File: config.mk
export PLATFORM = sky130hd
export DESIGN_NAME = video_frame_source
export DESIGN_NICKNAME = d
export VERILOG_FILES = /design/src/rtl/video_frame_source.sv
export SDC_FILE = /design/constraint.sdc
export NUM_CORES = 1
export LEC_CHECK = 0
export CORE_ASPECT_RATIO = 1.1
export CORE_MARGIN = 4
export CORE_UTILIZATION = 30
export DETAILED_ROUTE_END_ITERATION = 8
export DONT_BUFFER_PORTS = 1
export GPL_TIMING_DRIVEN = 0
export PLACE_DENSITY_LB_ADDON = 0.15
export SLEW_MARGIN = 20
export SYNTH_ARGS = -nofsm -noshare
export SYNTH_HDL_FRONTEND = slang
export SYNTH_SLANG_ARGS = --single-unit
File: constraint.sdc
create_clock -name pixel_clk -period 2.5 [get_ports pixel_clk]
set_input_delay 0.75 -clock pixel_clk [delete_from_list [all_inputs] [get_ports pixel_clk]]
set_output_delay 0.75 -clock pixel_clk [all_outputs]
set_load 0.005 [all_outputs]
File: src/rtl/video_frame_source.sv
// 800x525 raster generator that streams a ROM image into a centred window for the edge filter.
// Pipeline: counters -> ROM read stage -> output register; syncs get SYNC_DELAY more stages.
module video_frame_source #(
    parameter int         H_ACTIVE   = 640,
    parameter int         H_FP       = 16,
    parameter int         H_SYNC     = 96,
    parameter int         H_BP       = 48,
    parameter int         V_ACTIVE   = 480,
    parameter int         V_FP       = 10,
    parameter int         V_SYNC     = 2,
    parameter int         V_BP       = 33,
    parameter int         WIDTH      = 534,
    parameter int         HEIGHT     = 400,
    parameter int         SYNC_DELAY = 3,
    parameter logic [7:0] BG         = 8'd0,
    localparam int        AW         = $clog2(WIDTH * HEIGHT)
) (
    input  logic          pixel_clk,
    input  logic          rst,
    input  logic          pattern_sel,
    output logic [AW-1:0] rom_addr,
    input  logic [7:0]    rom_data,
    output logic [7:0]    pixel_out,
    output logic [9:0]    h_pos,
    output logic [9:0]    v_pos,
    output logic          hsync,
    output logic          vsync,
    output logic          de,
    output logic          frame_start
);

    localparam int H_TOTAL = H_ACTIVE + H_FP + H_SYNC + H_BP;
    localparam int V_TOTAL = V_ACTIVE + V_FP + V_SYNC + V_BP;
    localparam int N_W     = (H_ACTIVE - WIDTH) / 2;
    localparam int N_H     = (V_ACTIVE - HEIGHT) / 2;

    localparam logic [9:0]    H_LAST    = 10'(H_TOTAL - 1);
    localparam logic [9:0]    V_LAST    = 10'(V_TOTAL - 1);
    localparam logic [9:0]    WIN_H0    = 10'(N_W);
    localparam logic [9:0]    WIN_H1    = 10'(N_W + WIDTH);
    localparam logic [9:0]    WIN_V0    = 10'(N_H);
    localparam logic [9:0]    WIN_V1    = 10'(N_H + HEIGHT);
    localparam logic [9:0]    HS0       = 10'(H_ACTIVE + H_FP);
    localparam logic [9:0]    HS1       = 10'(H_ACTIVE + H_FP + H_SYNC);
    localparam logic [9:0]    VS0       = 10'(V_ACTIVE + V_FP);
    localparam logic [9:0]    VS1       = 10'(V_ACTIVE + V_FP + V_SYNC);
    localparam logic [9:0]    HA        = 10'(H_ACTIVE);
    localparam logic [9:0]    VA        = 10'(V_ACTIVE);
    localparam logic [AW-1:0] ADDR_LAST = AW'(WIDTH * HEIGHT - 1);

    logic [9:0] h_cnt, v_cnt;
    logic       pattern;
    logic       in_win, at_origin, at_end;

    // Stage 1: counter position travelling alongside the ROM read.
    logic       s1_vld, s1_win;
    logic [9:0] s1_h, s1_v;

    logic [7:0] pix_next;
    logic       fs_next, hs_next, vs_next, de_next;
    logic       hs_a, vs_a, de_a;

    always_comb begin
        // NOTE: every output of this block gets a value before any condition, so no latch is inferred.
        pix_next  = BG;
        in_win    = (h_cnt >= WIN_H0) && (h_cnt < WIN_H1) && (v_cnt >= WIN_V0) && (v_cnt < WIN_V1);
        at_origin = (h_cnt == '0) && (v_cnt == '0);
        at_end    = (h_cnt == H_LAST) && (v_cnt == V_LAST);
        if (s1_win) pix_next = pattern ? s1_h[7:0] : rom_data;
        fs_next   = s1_vld && (s1_h == '0) && (s1_v == '0);
        hs_next   = !(s1_vld && (s1_h >= HS0) && (s1_h < HS1));
        vs_next   = !(s1_vld && (s1_v >= VS0) && (s1_v < VS1));
        de_next   = s1_vld && (s1_h < HA) && (s1_v < VA);
    end

    // NOTE: non-blocking assignments so every register samples the values from before the edge.
    always_ff @(posedge pixel_clk) begin
        if (rst) begin
            h_cnt    <= '0;
            v_cnt    <= '0;
            rom_addr <= '0;
            pattern  <= 1'b0;
        end else begin
            if (h_cnt == H_LAST) begin
                h_cnt <= '0;
                v_cnt <= (v_cnt == V_LAST) ? '0 : v_cnt + 10'd1;
            end else begin
                h_cnt <= h_cnt + 10'd1;
            end
            if (at_end)      rom_addr <= '0;
            else if (in_win) rom_addr <= (rom_addr == ADDR_LAST) ? '0 : rom_addr + AW'(1);
            if (at_origin)   pattern  <= pattern_sel;
        end
    end

    always_ff @(posedge pixel_clk) begin
        if (rst) begin
            s1_vld <= 1'b0;
            s1_win <= 1'b0;
            s1_h   <= '0;
            s1_v   <= '0;
        end else begin
            s1_vld <= 1'b1;
            s1_win <= in_win;
            s1_h   <= h_cnt;
            s1_v   <= v_cnt;
        end
    end

    always_ff @(posedge pixel_clk) begin
        if (rst) begin
            pixel_out   <= 8'd0;
            h_pos       <= '0;
            v_pos       <= '0;
            frame_start <= 1'b0;
            hs_a        <= 1'b1;
            vs_a        <= 1'b1;
            de_a        <= 1'b0;
        end else begin
            pixel_out   <= pix_next;
            h_pos       <= s1_h;
            v_pos       <= s1_v;
            frame_start <= fs_next;
            hs_a        <= hs_next;
            vs_a        <= vs_next;
            de_a        <= de_next;
        end
    end

    generate
        if (SYNC_DELAY == 0) begin : g_no_delay
            assign hsync = hs_a;
            assign vsync = vs_a;
            assign de    = de_a;
        end else begin : g_delay
            logic [SYNC_DELAY-1:0] hs_d, vs_d, de_d;
            always_ff @(posedge pixel_clk) begin
                if (rst) begin
                    hs_d <= '1;
                    vs_d <= '1;
                    de_d <= '0;
                end else begin
                    hs_d[0] <= hs_a;
                    vs_d[0] <= vs_a;
                    de_d[0] <= de_a;
                    for (int i = 1; i < SYNC_DELAY; i++) begin
                        hs_d[i] <= hs_d[i-1];
                        vs_d[i] <= vs_d[i-1];
                        de_d[i] <= de_d[i-1];
                    end
                end
            end
            assign hsync = hs_d[SYNC_DELAY-1];
            assign vsync = vs_d[SYNC_DELAY-1];
            assign de    = de_d[SYNC_DELAY-1];
        end
    endgenerate

endmodule

==> Word-level counts from Yosys, hierarchy flattened <==
Index checks and enable logic that the tools add are counted.
{ "classes": {"bitwise_logic": 1, "mux": 4, "n_addsub": 3, "n_lt_le_gt_ge": 10, "n_eq_ne": 3, "n_reduce_logical": 22} }
{ "ops": {"columns": ["cell", "count"], "rows": [
  ["zero test 10 bit", 4],
  ["less-than comparator 10 bit (second input constant)", 3],
  ["less-than comparator 10 x 9 -> 1 bit (second input constant)", 3],
  ["adder 10 x 1 -> 10 bit (second input constant)", 2],
  ["== test 10 bit (second input constant)", 2],
  ["greater-or-equal comparator 10 x 6 -> 1 bit (second input constant)", 2],
  ["adder 18 x 1 -> 18 bit (second input constant)", 1],
  ["== test 18 bit (second input constant)", 1],
  ["2-to-1 mux 18 bit", 1],
  ["logical AND 1 bit", 13],
  ["greater-or-equal comparator 10 bit (second input constant)", 1],
  ["greater-or-equal comparator 10 x 9 -> 1 bit (second input constant)", 1],
  ["2-to-1 mux 10 bit", 1],
  ["2-to-1 mux 8 bit", 1],
  ["OR reduction 2 bit", 3],
  ["zero test 1 bit", 2],
  ["2-to-1 mux 1 bit", 1],
  ["inverter 1 bit", 1]
]} }
{ "totals": {"regBits": 102, "elab_cells": 61, "output_inout_bits": 50, "input_bits": 11} }

==> Depth between registers and ports, before layout <==
Gate-level depths: netlist of the first run.
{ "logic_depth": {"depth_word": 4, "ltp_mapped": 9, "mapped_depth_nobuf": 7} }

==> Least setup slack after synthesis of the first run <==
No wires, ideal clock.
{ "synth_timing": {"path_type": "reg2reg", "start": "reg h_cnt[0]", "end": "reg rom_addr[10]", "period_less_slack_ps": 2164, "stages_incl_launch_ff": 8, "required_time_ps": 2375, "arrival_time_ps": 2039, "setup_slack_ps": 336, "cell_sequence": "dfxtp_1 -> ha_1 -> nand4_1 -> nor4_1 -> a21oi_1 -> o21ai_1 -> buf_4 -> a21oi_1"} }
{ "synth_via": {"elab_chain_len": 4, "word_cells_on_any_way": 8, "cone_classes": "order compare: 2; eq/ne: 1; reduce/logical: 5"} }
{ "synth_rtl": {"columns": ["element", "line", "source"], "rows": [
  ["from (decl)", "51", "logic [9:0] h_cnt, v_cnt;"],
  ["from (signal assigned)", "88", "h_cnt <= h_cnt + 10'd1;"],
  ["greater-or-equal comparator 10 x 6 -> 1 bit / less-than comparator 10 bit (equally long branches)", "66", "in_win = (h_cnt >= WIN_H0) && (h_cnt < WIN_H1) && (v_cnt >= WIN_V0) && (v_cnt < WIN_V1);"],
  ["logical AND 1 bit (3 in a row)", "66", null],
  ["to (signal assigned)", "91", "else if (in_win) rom_addr <= (rom_addr == ADDR_LAST) ? '0 : rom_addr + AW'(1);"],
  ["to (decl)", "21", "output logic [AW-1:0] rom_addr,"]
]} }
Parallel ways exist; a longest one is shown, timed or not.
A chain may end at the register's enable or synchronous reset.

==> Worst setup path after layout of the first run <==
{ "layout_timing": {"start": "reg h_cnt[5]", "end": "reg rom_addr[10]"} }
The elaborated chain is that of the path after synthesis.

==> Implementation_results.wiki, run 1 <==
{| class="wikitable"
! Metric !! Value
|-
| Net count after synthesis || 415
|-
| Critical path capture point type || register
|-
| Mean instance size in the synthesized netlist || 9.65 sq um
|-
| Core box area || between 0.01 and 0.015 sq mm
|-
| Relative slew slack || 59.6%
|-
| Flop and latch count out of synthesis || 102
|-
| Clock period minus worst slack || 2.37 ns
|-
| Max Fanout on Critical Path || 10
|-
| Skew final || 0.00885 ns
|-
| TritonCTS clock tree || done
|-
| Total design power || slightly above 0.003 W
|-
| Input/output buffers || 0
|-
| Post-synthesis cell area || 0.00384 sq mm
|-
| Number of unique standard cell types used by synthesis || 38
|-
| Clock H-tree levels || 3
|-
| Startpoint of the worst hold path || g_delay.vs_d[0]$_SDFF_PP1_
|-
| Yosys top cell by area || sky130_fd_sc_hd__dfxtp_1
|-
| Max-slew violation count || 0
|-
| Total inserted antenna cells || 0
|-
| Part of the Yosys area used for sequential elements || 53.1%
|-
| Layout cells sized above 1 || 11.5%
|-
| Overflow left after global routing || 0
|-
| Overall fraction of global-route tracks in use || 12.9%
|-
| Number of placement rows || 43
|-
| Vias per cell || 4.78
|-
| Leakage power summed over all cells || 1.50 nW
|-
| Layout overhead on the synthesized area || 14.0%
|-
| Routability Congestion || roughly 0.9
|-
| Height of the die || around 130 microns
|-
| Max VDD drop || 0.000501 V
|-
| Arrival time of the worst setup path || roughly 2.6 ns
|-
| Share of the clock period used by the worst path || 94.9%
|-
| Clock buffer depth || 2
|-
| Number of endpoints with negative hold slack in the final report || 0
|-
| Top achievable clock speed || roughly 0.42 GHz
|-
| Final setup viols || 0
|-
| Number of buffers created by CTS || 9
|-
| Worst Hold Endpoint || g_delay.vs_d[1]$_SDFF_PP1_
|-
| Worst slack at placement || -0.553 ns
|-
| Remaining design rule violation count || 0
|-
| Violation count after the first detailed-routing iteration || 125
|-
| Length in cells of the worst reg-to-reg path || 8
|-
| Dpl hpwl || 6360 microns
|-
| Detailed-route wire length || 8730 microns
|-
| Run status || complete, no violations
|-
| Die ar. || 0.0147 sq mm
|-
| Instance count of the mapped netlist || 398
|-
| Routing usage on met3 || 3.77%
|-
| Synth top area cells || sky130_fd_sc_hd__dfxtp_1, sky130_fd_sc_hd__nor2b_1, sky130_fd_sc_hd__nor2_1
|-
| Total power divided by cell area || between 700 and 800 mW/mm^2
|-
| Fraction of post-synthesis cell area in the top cell type by area || a little over half
|-
| Insertion delay to the later sink of the worst-skew pair || 0.34 ns
|-
| First-pass GRT wire length || roughly 15000 microns
|-
| Routed len/inst || 15.2 microns
|-
| Width of the die || ~120 microns
|-
| First drt pass iteration count || 4
|-
| Clock transition time at the flip-flop clock pins of the worst setup and hold paths || 0.07 ns
|-
| Min-Delay Path Class || register to register
|-
| Final cell area excluding filler cells || between 0.004 and 0.005 sq mm
|-
| Slew at the pin with the worst max-slew slack || 0.606 ns
|-
| CTS root buffer || sky130_fd_sc_hd__clkbuf_16
|-
| Met1 Use GR || between 10% and 20%
|-
| Setup slack of the most critical reg-to-reg path || 0.13 ns
|-
| Via count of the first global-routing pass || 2796
|-
| Count of boundary I/O pins || 61
|-
| Initial antenna violation count || 0
|-
| Nets || 428
|-
| Reg-to-Reg Start || h_cnt[5]$_SDFF_PP0_
|-
| Initial cell density of the core || 30.5%
|-
| Nature of the critical path startpoint || register
|-
| Count of nets left with antenna violations after detail routing || 0
|-
| Vias after detailed routing || around 2700
|-
| Hold Path Depth || 1
|-
| Clock sink count || 102
|-
| Number of filler cells placed in the layout || ~1300
|-
| Area after DPL || between 0.004 and 0.005 sq mm
|-
| Pin count of the biggest net entering global routing || 19
|-
| Met2 usage || 20.6%
|-
| Filler-free cell count of the finished design || 573
|-
| Number of placed instances with taps included || ~560
|-
| Yosys Warn Count || 0
|-
| Critical Setup Path Class || register to register
|-
| Maximum capacitance violations || 0
|-
| RSZ-0062 raised after global routing || false
|-
| Least setup slack across all paths after layout || 0.128 ns
|-
| Required time reported for the critical path endpoint || between 2 and 3 ns
|-
| Reg-to-Reg End || rom_addr[10]$_SDFFE_PP0P_
|-
| Layer carrying the most global-route usage || met2
|}
## routing by layer
layer	up-vias	wire (microns)
li1	1415	-
met1	1260	3940
met2	56	4250
met3	7	431
met4	0	108
met5	-	0
## report_power, final
part           switching, W  leakage [nW]  internal, W  total [W]
registers        0.00000911         0.824      0.00164    0.00165
clock network      0.000632         0.145     0.000719    0.00135
logic             0.0000515         0.534    0.0000308  0.0000823
total              0.000692          1.50      0.00239    0.00308
## critical path: stages (launching register included)
cell,delay [ns]
sky130_fd_sc_hd__dfxtp_1,0.31
sky130_fd_sc_hd__buf_6,0.14
sky130_fd_sc_hd__or4_4,0.51
sky130_fd_sc_hd__o221ai_2,0.22
sky130_fd_sc_hd__nand4_4,0.23
sky130_fd_sc_hd__buf_6,0.21
sky130_fd_sc_hd__o21ai_2,0.31
sky130_fd_sc_hd__buf_4,0.26
sky130_fd_sc_hd__a21oi_1,0.06
## cell usage after synthesis, drive strengths merged
cell and n:
a21oi 22, and2 1, and3 7, and4 1, and4b 1, buf 5
clkbuf 14, dfxtp 102, ha 6, inv 10, mux2i 9, nand2 17
nand3 14, nand3b 1, nand4 14, nor2 42, nor2b 38, nor3 10
nor3b 1, nor4 8, nor4b 3, o211ai 2, o21a 1, o21ai 10
o221ai 1, o31ai 11, or2 7, or3 8, or3b 2, or4 14
xnor2 9, xor2 7
## cell families after synthesis
kind of cell | count (synthesis) | synth area share [%]
buffers and inverters | 29 | 3.39
multiplexers | 9 | 2.34
AO/OA/AOI/OAI | 47 | 7.59
adder cells (fa/ha/maj) | 6 | 1.95
AND/OR/NAND/NOR | 189 | 27.9
flip-flops | 102 | 53.1
XOR/XNOR | 16 | 3.65
## cell usage in the layout, fill, tap and decap left out, types with 2 or more instances in the layout
cell                          n
sky130_fd_sc_hd__or4_1       10
sky130_fd_sc_hd__nand4_1     13
sky130_fd_sc_hd__clkbuf_1    11
sky130_fd_sc_hd__mux2i_1      9
sky130_fd_sc_hd__o21ai_0      8
sky130_fd_sc_hd__buf_4        4
sky130_fd_sc_hd__a21oi_2      3
sky130_fd_sc_hd__nor3_1       9
sky130_fd_sc_hd__ha_1         6
sky130_fd_sc_hd__clkinv_4     2
sky130_fd_sc_hd__dfxtp_1    102
sky130_fd_sc_hd__clkbuf_2     2
sky130_fd_sc_hd__nand3_1     14
sky130_fd_sc_hd__or4_4        4
sky130_fd_sc_hd__inv_6        2
sky130_fd_sc_hd__xnor2_1      9
sky130_fd_sc_hd__and3_1       7
sky130_fd_sc_hd__or3_1        8
sky130_fd_sc_hd__o31ai_1     10
sky130_fd_sc_hd__inv_1       10
sky130_fd_sc_hd__nand2_1     17
sky130_fd_sc_hd__buf_6        2
sky130_fd_sc_hd__or3b_2       2
sky130_fd_sc_hd__o211ai_1     2
sky130_fd_sc_hd__clkbuf_16    9
sky130_fd_sc_hd__nor4b_1      3
sky130_fd_sc_hd__or2_2        7
sky130_fd_sc_hd__xor2_1       7
sky130_fd_sc_hd__nor4_1       7
sky130_fd_sc_hd__nor2_1      42
sky130_fd_sc_hd__nor2b_1     38
sky130_fd_sc_hd__buf_2        2
sky130_fd_sc_hd__a21oi_1     19
## through the flow
step / util, % / hold slack [ns] / setup TNS [ns]
global placement: 32.1 / 0.392 / -9.85
floorplan: - / 0.378 / 0
global route: 34.8 / 0.428 / 0
detailed placement: 32.1 / 0.393 / -10.21
finish: 34.8 / 0.409 / 0
CTS: 34.5 / 0.410 / 0
## worst max path at each step
stage / startpoint / endpoint / slack [ns] / cells after the start
after floorplan: h_cnt[0]$_SDFF_PP0_ / rom_addr[10]$_SDFFE_PP0P_ / 0.34 / 7
after global placement: h_cnt[0]$_SDFF_PP0_ / rom_addr[8]$_SDFFE_PP0P_ / -0.53 / 7
after detailed placement: h_cnt[0]$_SDFF_PP0_ / rom_addr[15]$_SDFFE_PP0P_ / -0.55 / 7
after CTS: h_cnt[5]$_SDFF_PP0_ / rom_addr[14]$_SDFFE_PP0P_ / 0.03 / 8
after global routing: h_cnt[4]$_SDFF_PP0_ / rom_addr[10]$_SDFFE_PP0P_ / 0.009 / 7
final: h_cnt[5]$_SDFF_PP0_ / rom_addr[10]$_SDFFE_PP0P_ / 0.13 / 8
## flip-flops by register name, summed over array words and instances (netlist names)
register      cells
de_a              1
frame_start       1
g_delay.de_d      3
g_delay.hs_d      3
g_delay.vs_d      3
h_cnt            10
h_pos            10
hs_a              1
pattern           1
pixel_out         8
rom_addr         18
s1_h             10
s1_v             10
s1_vld            1
s1_win            1
v_cnt            10
v_pos            10
vs_a              1
## final cells by class
type | instances | area [sq um] | area share (%)
inverters | 10 | 37.5 | 0.857
flip-flops and latches | 102 | 2040 | 46.6
clock buffers | 10 | 239 | 5.46
multi-input cells | 267 | 1700 | 38.8
plain buffers | 18 | 91.3 | 2.09
repair buffers | 3 | 22.5 | 0.514
well taps | 157 | 196 | 4.49
clock inverters | 6 | 51.3 | 1.17
## timing repair
action,CTS,global route
cloned,0,0
gates resized for setup,4,6
pin swaps,0,3
setup endpoints to repair,26,23
hold buffers,0,0
setup buffers,0,3
Power figures use the tool's default switching activity.
==> run 2, diff against run 1 <==
CELL_PAD_IN_SITES_DETAIL_PLACEMENT = 1   (was default)
CELL_PAD_IN_SITES_GLOBAL_PLACEMENT = 2   (was default)
SLEW_MARGIN = default   (was 20)
clock period = 2.7 ns   (was 2.5 ns; I/O delays follow)
==> run 2 against run 1 <==
Compared with the run above: die area unchanged; largest power group unchanged; non-clock buffer count is 2 lower; fmax down 4.4%; routed wire length rose by 11%; hold slack better by 0.0021 ns; register-to-register slack improved by 0.09 ns; global-route usage rose by 1.2 points; final area decreased by 0.60%; clock power decreased by 4%; worst setup slack better by 0.092 ns.
==> Implementation_results.wiki, run 2 (same netlist as run 1, synthesis figures left out) <==
{| class="wikitable"
! Metric !! Value
|-
| Run status || complete, no violations
|-
| Share of power burned in combinational logic || 2.7%
|-
| Clock H-tree levels || 3
|-
| Via count of the first global-routing pass || 2902
|-
| Post-cts resize count || 2
|-
| Vias after detailed routing || approximately 2800
|-
| Total inserted antenna cells || 0
|-
| Nets || 426
|-
| Routability Congestion || 0.767
|-
| Clock period minus worst slack || 2.48 ns
|-
| TritonCTS clock tree || done
|-
| Switching power || 0.000676 W
|-
| Skew final || roughly 0.0064 ns
|-
| Cell type of the slowest stage on the worst timing path || sky130_fd_sc_hd__or4_4
|-
| Height of the die || about 130 microns
|-
| Share of the clock period used by the worst path || between 90% and 100%
|-
| RSZ-0062 raised after global routing || false
|-
| Critical Setup Path Class || register to register
|-
| CTS root buffer || sky130_fd_sc_hd__clkbuf_16
|-
| Vias per cell || 4.93
|-
| Internal power || 0.00222 W
|-
| Overall fraction of global-route tracks in use || ~14%
|-
| Crit-path cells || or4_4, o221ai_2, nand4_4, buf_6, clkbuf_1, o31ai_1, a21oi_2
|-
| Sequential share of power || 52.7%
|-
| Max reg flops || 18
|-
| CTS hold repair buffers || 0
|-
| First-pass GRT wire length || 15800 microns
|-
| Total power divided by cell area || 665 mW/mm^2
|-
| Setup slack of the most critical reg-to-reg path || 0.22 ns
|-
| Maximum capacitance violations || 0
|-
| Clock transition time at the flip-flop clock pins of the worst setup and hold paths || 0.07 ns
|-
| Number of placement rows || 43
|-
| Required time reported for the critical path endpoint || 2.94 ns
|-
| Leakage power summed over all cells || 1.48 nW
|-
| Core box area || 0.0126 sq mm
|-
| Slew at the pin with the worst max-slew slack || between 0.6 and 0.7 ns
|-
| Relative slew slack || 58.4%
|-
| Routed len/inst || roughly 17 microns
|-
| Initial antenna violation count || 0
|-
| Input/output buffers || 0
|-
| Max Fanout on Critical Path || 10
|-
| Max-slew violation count || 0
|-
| Width of the die || between 100 and 150 microns
|-
| Top delay family on crit path || simple AND/OR/NAND/NOR gates
|-
| Overflow left after global routing || 0
|-
| Violation count after the first detailed-routing iteration || 133
|-
| Remaining design rule violation count || 0
|-
| Critical path capture point type || register
|-
| Layout overhead on the synthesized area || 13.3%
|-
| Max stage delay on crit path || 0.57 ns
|-
| Net switching fraction of the power || a little under a quarter
|-
| Least setup slack across all paths after layout || 0.220 ns
|-
| Clock buffer depth || 2
|-
| Pin count of the biggest net entering global routing || 20
|-
| Initial cell density of the core || a little under a third
|-
| Number of endpoints with negative hold slack in the final report || 0
|-
| Die ar. || 0.0147 sq mm
|-
| Final setup viols || 0
|-
| Clock sink count || 102
|-
| Sum of buffers and inverters on the critical path || 2
|-
| Dpl hpwl || 7110 microns
|-
| Insertion delay to the later sink of the worst-skew pair || 0.36 ns
|-
| Total design power || 0.00289 W
|-
| Register with the most flip-flops || rom_addr
|-
| Clock share of power || ~45%
|-
| First drt pass iteration count || 4
|-
| Number of filler cells placed in the layout || ~1400
|-
| Most frequent cells in the layout || sky130_fd_sc_hd__dfxtp_1, sky130_fd_sc_hd__nor2_1, sky130_fd_sc_hd__nor2b_1
|-
| Min-Delay Path Class || register to register
|-
| Arrival time of the worst setup path || 2.72 ns
|-
| Top achievable clock speed || 0.403 GHz
|-
| Detailed-route wire length || between 9000 and 10000 microns
|-
| Count of boundary I/O pins || 61
|-
| Nature of the critical path startpoint || register
|-
| Count of nets left with antenna violations after detail routing || 0
|-
| Layout cells sized above 1 || under 10%
|-
| Commonest non-fill, non-tap cell in the layout || sky130_fd_sc_hd__dfxtp_1
|-
| Post-CTS setup buffer count || 0
|-
| Worst slack at placement || -0.433 ns
|-
| Max VDD drop || 0.000408 V
|-
| Number of buffers created by CTS || 9
|}
[run 2: worst paths after layout]
path	from	to	cells past startpoint
worst max-delay path	h_cnt[4]$_SDFF_PP0_	rom_addr[14]$_SDFFE_PP0P_	7
worst min register to register	g_delay.vs_d[1]$_SDFF_PP1_	g_delay.vs_d[2]$_SDFF_PP1_	1
worst max register to register	h_cnt[4]$_SDFF_PP0_	rom_addr[14]$_SDFFE_PP0P_	7
worst min-delay path	g_delay.vs_d[1]$_SDFF_PP1_	g_delay.vs_d[2]$_SDFF_PP1_	1
[run 2: stage by stage]
| stage | setup TNS, ns | area (sq um) | cells | hold slack [ns] | utilization [%] |
|---|---|---|---|---|---|
| floorplan | 0 | 3840 | 398 | 0.378 | - |
| global placement | -6.62 | 4040 | 555 | 0.391 | 32.1 |
| detailed placement | -7.13 | 4040 | 555 | 0.396 | 32.1 |
| CTS | 0 | 4340 | 571 | 0.414 | 34.5 |
| global route | 0 | 4350 | 571 | 0.426 | 34.6 |
| finish | 0 | 4350 | 571 | 0.411 | 34.6 |
[run 2: layer usage]
layer,track usage (%),vias up,share of wire (%)
li1,-,1403,-
met1,16.8,1353,43
met2,22.9,50,50
met3,4.06,11,5.0
met4,6.76,0,2.2
met5,0,-,0
[run 2: power by group through the flow]
stage / Combinational, W / Sequential, W / Clock [W]
final: 0.0000783 / 0.00152 / 0.00129
after global routing: 0.0000897 / 0.00153 / 0.00143
after CTS: 0.0000811 / 0.00152 / 0.00135
after detailed placement: 0.0000802 / 0.00156 / 0
after global placement: 0.0000799 / 0.00156 / 0
after floorplan: 0.0000601 / 0.00156 / 0
[run 2: area by class of cell]
cell class                 instances  area (sq um)  area share, %
tap                              157           196           4.51
inverter                          10          37.5          0.862
sequential                       102          2040           46.9
buffer                            19          92.6           2.13
clock inverter                     6          56.3           1.29
clock buffer                      10           239           5.49
multi-input combinational        267          1690           38.8
